`config.mk`:
```
export PLATFORM = sky130hd
export DESIGN_NAME = shift_add_mult
export DESIGN_NICKNAME = d
export VERILOG_FILES = /design/src/rtl/shift_add_mult.sv
export SDC_FILE = /design/constraint.sdc
export NUM_CORES = 1
export LEC_CHECK = 0
export CAP_MARGIN = 25
export CORE_AREA = 10 10 243 245
export DETAILED_ROUTE_END_ITERATION = 8
export DIE_AREA = 0 0 253 255
export SYNTH_ARGS = -nofsm -noshare
export SYNTH_HDL_FRONTEND = slang
export SYNTH_SLANG_ARGS = --single-unit
```
`constraint.sdc`:
```
create_clock -name clk -period 7.3 [get_ports clk]
set_clock_uncertainty 0.1 [all_clocks]
set_input_delay 2.19 -clock clk [delete_from_list [all_inputs] [get_ports clk]]
set_output_delay 2.19 -clock clk [all_outputs]
set_load 0.02 [all_outputs]
```
`src/rtl/shift_add_mult.sv`:
```
// Sequential shift-and-add unsigned multiplier: one partial product per cycle,
// fixed WIDTH-cycle latency, registered product with a one-cycle done pulse.
module shift_add_mult #(
  parameter int unsigned WIDTH = 32,
  parameter int unsigned CNT_W = 6
) (
  input  logic                 clk,
  input  logic                 rst_n,
  input  logic                 start,
  input  logic [WIDTH-1:0]     a,
  input  logic [WIDTH-1:0]     b,
  output logic                 busy,
  output logic                 done,
  output logic [2*WIDTH-1:0]   product
);

  typedef enum logic [1:0] {IDLE, RUN, DONE} state_t;

  state_t             state;
  state_t             state_next;
  logic               busy_next;
  logic               done_next;
  logic [WIDTH-1:0]   a_r;
  logic [WIDTH-1:0]   b_r;
  logic [WIDTH-1:0]   pp;
  logic               b_bit;
  logic [2*WIDTH-1:0] acc;
  logic [2*WIDTH-1:0] acc_sum;
  logic [CNT_W-1:0]   cnt;
  logic               accept;
  logic               last;

  assign accept  = start && ((state == IDLE) || (state == DONE));
  assign last    = (cnt == CNT_W'(WIDTH - 1));
  // Mask-and-reduce picks B_r[cnt] without an out-of-range index when CNT_W is wider
  assign b_bit   = |(b_r & (WIDTH'(1) << cnt));
  assign pp      = a_r & {WIDTH{b_bit}};
  assign acc_sum = acc + ((2*WIDTH)'(pp) << cnt);

  // State and registered status flags
  always_ff @(posedge clk) begin
    if (!rst_n) begin
      state <= IDLE;
      busy  <= 1'b0;
      done  <= 1'b0;
    end else begin
      state <= state_next;
      busy  <= busy_next;
      done  <= done_next;
    end
  end

  // Next-state logic
  always_comb begin
    state_next = state;
    case (state)
      IDLE:    if (start) state_next = RUN;
      RUN:     if (last)  state_next = DONE;
      DONE:    state_next = start ? RUN : IDLE;
      default: state_next = IDLE;
    endcase
  end

  // Flags track the state being entered so they line up with it
  always_comb begin
    busy_next = 1'b0;
    done_next = 1'b0;
    if (state_next == RUN)  busy_next = 1'b1;
    if (state_next == DONE) done_next = 1'b1;
  end

  // Operand latch, accumulator and iteration counter
  always_ff @(posedge clk) begin
    if (!rst_n) begin
      a_r     <= '0;
      b_r     <= '0;
      acc     <= '0;
      cnt     <= '0;
      product <= '0;
    end else if (accept) begin
      a_r <= a;
      b_r <= b;
      acc <= '0;
      cnt <= '0;
    end else if (state == RUN) begin
      acc <= acc_sum;
      cnt <= cnt + CNT_W'(1);
      if (last) product <= acc_sum;
    end
  end

endmodule

```
== Yosys cells after proc, flatten, opt, wreduce, memory -nomap -nowiden ==
Cells that the tools add are included.
Widths: inputs -> output; s select.

* Bits in registers: 202
* Input port bits: 67
* Output and inout port bits: 66

* Add/subtract/negate cells: 2
* Eq/ne operators: 5
* Shifts and indexed selects: 2
* Mux-type cells: 6
* Bitwise logic cells: 4
* Reduce and logical (&&, ||, !) cells: 6

{| class="wikitable"
|+ Operators by type and width
! kind !! number
|-
| $add 64x64->64 || 1
|-
| $and 32x32->32 || 2
|-
| $shl 32x6->64 || 1
|-
| $reduce_or 32->1 || 1
|-
| $shl 1x6->32 const A || 1
|-
| $add 6x1->6 const B || 1
|-
| $eq 6x5->1 const B || 1
|-
| $pmux 2 s3 || 1
|-
| $eq 2x1->1 const B || 2
|-
| $eq 2x2->1 const B || 2
|-
| $mux 2 || 2
|-
| $mux 1 || 3
|-
| $reduce_and 3->1 || 1
|-
| $logic_not 2->1 || 1
|-
| $not 1->1 || 2
|-
| $reduce_or 2->1 || 1
|-
| $logic_and 1x1->1 || 1
|-
| $logic_or 1x1->1 || 1
|}

== Logic depth before layout (Yosys ltp) ==
* Depth after elaboration: 6
* Depth in mapped cells: 30

== Worst setup path before layout ==
No wires, ideal clock.

* Path type: register to register
* Start: register cnt[0]
* End: register acc[62]
* Library setup time: 62 ps
* Arrival: 5,993 ps
* Required time: 7,138 ps
* Slack: 1,145 ps
* Cell stages (with the launch flop): 30
* Path buffers: 8
* Cell sequence: dfxtp_1 > clkbuf_1 > buf_2 > clkinv_1 > clkbuf_1 > ha_1 > clkbuf_1 > a222oi_1 > a21oi_1 > a221o_1 > a21oi_1 > a311o_1 > clkbuf_1 > buf_2 > buf_1 > nor2_1 > nand2_1 > o21ai_0 > ha_1 > buf_2 > nand4_1 > or3_1 > or3_1 > o22ai_1 > nor3_1 > o21ai_2 > a41oi_2 > a211o_1 > or4_1 > nand3_1

* Longest elaborated chain between the ends: 6

{| class="wikitable"
|+ RTL lines
! item !! line !! RTL
|-
| start, declared || 29 || <nowiki>logic [CNT_W-1:0] cnt;</nowiki>
|-
| start signal, assigned || 87 || <nowiki>cnt <= cnt + CNT_W'(1);</nowiki>
|-
| $shl 1x6->32 || 36 || <nowiki>assign b_bit = |(b_r & (WIDTH'(1) << cnt));</nowiki>
|-
| $and 32x32->32 || 36 ||
|-
| $reduce_or 32->1 || 36 ||
|-
| $and 32x32->32 || 37 || <nowiki>assign pp = a_r & {WIDTH{b_bit}};</nowiki>
|-
| $shl 32x6->64 * || 38 || <nowiki>assign acc_sum = acc + ((2*WIDTH)'(pp) << cnt);</nowiki>
|-
| $add 64x64->64 * || 38 ||
|-
| end signal, assigned || 86 || <nowiki>acc <= acc_sum;</nowiki>
|-
| end, declared || 27 || <nowiki>logic [2*WIDTH-1:0] acc;</nowiki>
|}

Mark *: on every way between the ends. The rest lies on a longest branch, timed or not.
A chain may end at the register's enable or synchronous reset.

== Worst setup path after layout ==
* Start: register cnt[0]
* End: register product[52]

* Longest elaborated chain between the ends: 6

{| class="wikitable"
|+ RTL lines
! item !! line !! RTL
|-
| $shl 1x6->32 || 36 ||
|-
| $and 32x32->32 || 36 ||
|-
| $reduce_or 32->1 || 36 ||
|-
| $and 32x32->32 || 37 ||
|-
| $shl 32x6->64 || 38 ||
|-
| $add 64x64->64 || 38 ||
|-
| end signal, assigned || 88 || <nowiki>if (last) product <= acc_sum;</nowiki>
|-
| end, declared || 14 || <nowiki>output logic [2*WIDTH-1:0] product</nowiki>
|}

Parallel ways exist; a longest one is shown, timed or not.

==> run_summary.xml <==
<?xml version="1.0" encoding="UTF-8"?>
<metrics>
  <group name="floorplan">
    <metric name="design.die.area" unit="sq um">64500</metric>
    <metric name="die_x" unit="um">253</metric>
    <metric name="core_ar" unit="sq um">54400</metric>
    <metric name="floorplan_die_height" unit="um">255</metric>
    <metric name="floorplan.initialDensity" unit="%">24.5</metric>
    <metric name="std_cell_rows" unit="">86</metric>
    <metric name="count_of_boundary_i_o_pins" unit="">133</metric>
  </group>
  <group name="global_route">
    <metric name="grt.overflow.total" unit="">0</metric>
    <metric name="antenna_found_initial" unit="">1</metric>
    <metric name="grt_pass1_wl" unit="mm">74.4</metric>
    <metric name="first_global_vias" unit="">12777</metric>
    <metric name="global_route.usage.total" unit="%">14.4</metric>
    <metric name="grt_start_max_net_pins" unit="">77</metric>
  </group>
  <group name="power_and_ir_drop">
    <metric name="p_int" unit="uW">2100</metric>
    <metric name="powerDensity" unit="nW/um^2">179</metric>
    <metric name="vdd_ir_drop_max" unit="uV">153</metric>
    <metric name="net-switching-power" unit="uW">796</metric>
    <metric name="power_switching_share" unit="%">27.5</metric>
    <metric name="combinational_power_share" unit="%">12.1</metric>
    <metric name="cellLeakagePower" unit="uW">0.00588</metric>
    <metric name="p_seq_share" unit="%">40.2</metric>
    <metric name="clockPowerShare" unit="%">47.7</metric>
  </group>
  <group name="setup_path">
    <metric name="worst-endpoint-required" unit="ns">7.63</metric>
    <metric name="worst_setup_path_startpoint" unit="">cnt[0]</metric>
    <metric name="crit_path_end_kind" unit="">register</metric>
    <metric name="worstPathMaxFanout" unit="">16</metric>
    <metric name="reg2reg_from" unit="">cnt[0]</metric>
    <metric name="critPathKind" unit="">register to register</metric>
    <metric name="worstPathArrival" unit="ns">6.71</metric>
    <metric name="type_of_origin_of_the_critical_path" unit="">register</metric>
  </group>
  <group name="yosys">
    <metric name="synthXorXnorAreaFrac" unit="%">3.81</metric>
    <metric name="yosysTopAreaCellShare" unit="%">30.3</metric>
    <metric name="synthesis.yosys.warnings" unit="">0</metric>
    <metric name="yosys.area_share.adder" unit="%">6.62</metric>
    <metric name="syn-cell-area" unit="sq um">13300</metric>
    <metric name="yosys_reg_bits" unit="">202</metric>
    <metric name="synth-edff-count" unit="">0</metric>
    <metric name="post-synth-top-count-cell" unit="">sky130_fd_sc_hd__nand2_1</metric>
    <metric name="yosys_most_used_dff" unit="">sky130_fd_sc_hd__dfxtp_1</metric>
    <metric name="synth-simple-area-share" unit="%">22.7</metric>
    <metric name="synth.largest_area_cell" unit="">sky130_fd_sc_hd__dfxtp_1</metric>
    <metric name="ys_seq_area_share" unit="%">30.3</metric>
    <metric name="synth.avg_cell_area" unit="sq um">7.39</metric>
    <metric name="largest_family_of_logic_cells_by_synthesized_area" unit="">compound AO/OA/AOI/OAI gates</metric>
    <metric name="synth.cells.most_frequent" unit="">377 x sky130_fd_sc_hd__nand2_1, 202 x sky130_fd_sc_hd__dfxtp_1, 161 x sky130_fd_sc_hd__a21oi_1</metric>
    <metric name="netlist_instances" unit="">1805</metric>
    <metric name="synth_compound_area_share" unit="%">26.2</metric>
    <metric name="synth.area.mux_share" unit="%">5.71</metric>
    <metric name="synth.top_cells.by_area" unit="">sky130_fd_sc_hd__dfxtp_1 30%, sky130_fd_sc_hd__nand2_1 11%, sky130_fd_sc_hd__ha_1 6.5%</metric>
    <metric name="yosys.cell_types.count" unit="">70</metric>
    <metric name="postSynth.asyncResetShare" unit="%">0</metric>
    <metric name="mappedNetlistNets" unit="">1942</metric>
  </group>
  <group name="sta">
    <metric name="share_of_the_cycle_needed_by_the_critical_path_after_routing" unit="%">87.4</metric>
    <metric name="max_clock_freq" unit="MHz">157</metric>
    <metric name="timing_max_transition_violations_final" unit="">0</metric>
    <metric name="finalHoldViolations" unit="">0</metric>
    <metric name="tmin_final" unit="ns">6.38</metric>
    <metric name="slew_headroom" unit="%">36.1</metric>
    <metric name="fin_hold_ws" unit="ns">0.349</metric>
    <metric name="setup_viol_count_final" unit="">0</metric>
    <metric name="worst_pin_slew" unit="ns">0.958</metric>
    <metric name="post-route-worst-setup-slack" unit="ns">0.918</metric>
    <metric name="setup_repair_after_global_routing_missed_its_margin" unit="">false</metric>
    <metric name="timing.setup.tns" unit="ns">0</metric>
  </group>
  <group name="drt">
    <metric name="post_route_drc" unit="">0</metric>
    <metric name="vias_per_std_cell" unit="">5.09</metric>
    <metric name="detail_routed_net_length_per_standard_cell" unit="um">18.6</metric>
    <metric name="drt_wl_total" unit="mm">47.8</metric>
    <metric name="drt_first_iter_violations" unit="">1083</metric>
    <metric name="detail-route-antenna-nets" unit="">0</metric>
    <metric name="dr_pass1_iterations" unit="">8</metric>
    <metric name="num_vias" unit="">13119</metric>
  </group>
  <group name="clock_network">
    <metric name="cts_setup_buffers" unit="">0</metric>
    <metric name="tritoncts" unit="">done</metric>
    <metric name="clockRootBuffer" unit="">sky130_fd_sc_hd__clkbuf_16</metric>
    <metric name="cts.clk_slew.worst_paths" unit="ns">0.07</metric>
    <metric name="cts.repair.resized" unit="">0</metric>
    <metric name="max_buffers_root_to_sink" unit="">3</metric>
    <metric name="total_clock_buffers_created_by_cts" unit="">25</metric>
    <metric name="worst_skew_pair.late_latency" unit="ns">0.57</metric>
    <metric name="cts_sinks" unit="">202</metric>
    <metric name="hold_buffers" unit="">0</metric>
    <metric name="h-tree-depth" unit="">1</metric>
  </group>
  <group name="place">
    <metric name="hpwlAfterDp" unit="mm">36.3</metric>
    <metric name="globalplace.congestion" unit="">0.965</metric>
    <metric name="place_worst_setup_slack" unit="ns">1.05</metric>
    <metric name="io_buffers" unit="">132</metric>
    <metric name="detailed_place.area" unit="sq um">15200</metric>
  </group>
  <group name="status">
    <metric name="status" unit="">finished, final reports clean</metric>
  </group>
  <group name="layout">
    <metric name="drive_gt1_share" unit="%">6.25</metric>
    <metric name="finish.instance_area" unit="sq um">16100</metric>
    <metric name="insertedDiodeCount" unit="">0</metric>
    <metric name="final_net_count" unit="">1990</metric>
    <metric name="synthToLayoutAreaGrowth" unit="%">20.9</metric>
  </group>
  <group name="worst_hold_path">
    <metric name="hp-start" unit="">product[49]</metric>
    <metric name="min-delay-path-class" unit="">register to register</metric>
  </group>
  <group name="job">
    <metric name="max_cap_viol_count" unit="">0</metric>
  </group>
</metrics>
-- critical path, stage by stage (launching register included) --
cell and delay [ns]:
sky130_fd_sc_hd__dfxtp_2 0.47, sky130_fd_sc_hd__clkinv_1 0.18, sky130_fd_sc_hd__ha_1 0.30, sky130_fd_sc_hd__a222oi_1 0.34, sky130_fd_sc_hd__a21oi_1 0.13, sky130_fd_sc_hd__a221o_1 0.28, sky130_fd_sc_hd__a21oi_1 0.14, sky130_fd_sc_hd__a311o_1 0.62
sky130_fd_sc_hd__nor2_1 0.08, sky130_fd_sc_hd__nand2_1 0.15, sky130_fd_sc_hd__nor3_1 0.10, sky130_fd_sc_hd__ha_1 0.25, sky130_fd_sc_hd__fa_1 0.44, sky130_fd_sc_hd__a211oi_1 0.33, sky130_fd_sc_hd__o21ai_2 0.14, sky130_fd_sc_hd__o311ai_1 0.50
sky130_fd_sc_hd__a31o_2 0.30, sky130_fd_sc_hd__a21oi_1 0.09, sky130_fd_sc_hd__a211oi_1 0.62, sky130_fd_sc_hd__o21a_1 0.33, sky130_fd_sc_hd__xor2_1 0.23, sky130_fd_sc_hd__o21ai_0 0.11
-- per-stage QoR --
| step | std cells | util, % | total power, uW |
|---|---|---|---|
| 6_report | 2575 | 29.6 | 2890 |
| 5_1_grt | 2575 | 29.6 | 3000 |
| 4_1_cts | 2575 | 29.6 | 2930 |
| 3_5_place_dp | 2530 | 28.0 | 1530 |
| 3_3_place_gp | 2530 | 28.0 | 1530 |
| 2_1_floorplan | 1805 | - | 1400 |
-- per-layer routing --
layer / track usage, % / part of all wire (%)
met5: 0 / 0.027
met4: 3.91 / 2.3
met3: 1.93 / 4.5
met2: 23.8 / 46
met1: 19.3 / 48
-- state kept, by name, indices dropped and copies added, names as in the netlist --
register and flops:
a_r 32, acc 64, b_r 32, busy 1, cnt 6, done 1
product 64, state 2
-- power groups by stage --
stage	clock network, uW	logic [uW]	registers, uW
detailed placement	0	346	1190
global placement	0	343	1190
CTS	1420	347	1160
floorplan	0	223	1170
global route	1450	383	1170
finish	1380	350	1160
-- layout by cell type, fill, tap and decap left out, drive strengths merged, types with 13 or more instances in the layout --
master and n:
nand2 377, dfxtp 202, a21oi 161, o21ai 146
clkdlybuf4s50 131, nor2 129, a21boi 83, ha 69
nand3 56, a211oi 34, xnor2 34, nor3 31
clkbuf 31, mux2i 30, buf 27, nand4 25
xor2 24, inv 24, a21o 22, nor2b 18
o211ai 16, or3 16, mux2 15, a31oi 15
mux4 13
-- area by class of cell --
| type | instances | area, sq um |
|---|---|---|
| multi-input combinational | 1445 | 8720 |
| clock buffer | 31 | 668 |
| inverter | 21 | 78.8 |
| sequential | 202 | 4050 |
| clock inverter | 14 | 228 |
| tap | 704 | 881 |
| fill | 5920 | 38300 |
| timing repair buffer | 158 | 1510 |
-- path summary, 6_finish.rpt --
path	slack, ns	to	cells after the start
worst min-delay path	0.35	product[49]	2
worst max-delay path	0.92	product[52]	21
worst min register to register	0.35	product[49]	2
worst max register to register	0.92	product[52]	21
-- logic make-up after synthesis --
group,count (synthesis)
adder cells (fa/ha/maj),70
AO/OA/AOI/OAI,559
AND/OR/NAND/NOR,700
buffers and inverters,158
flip-flops,202
multiplexers,58
XOR/XNOR,58
(Power assumes the default switching activity.)
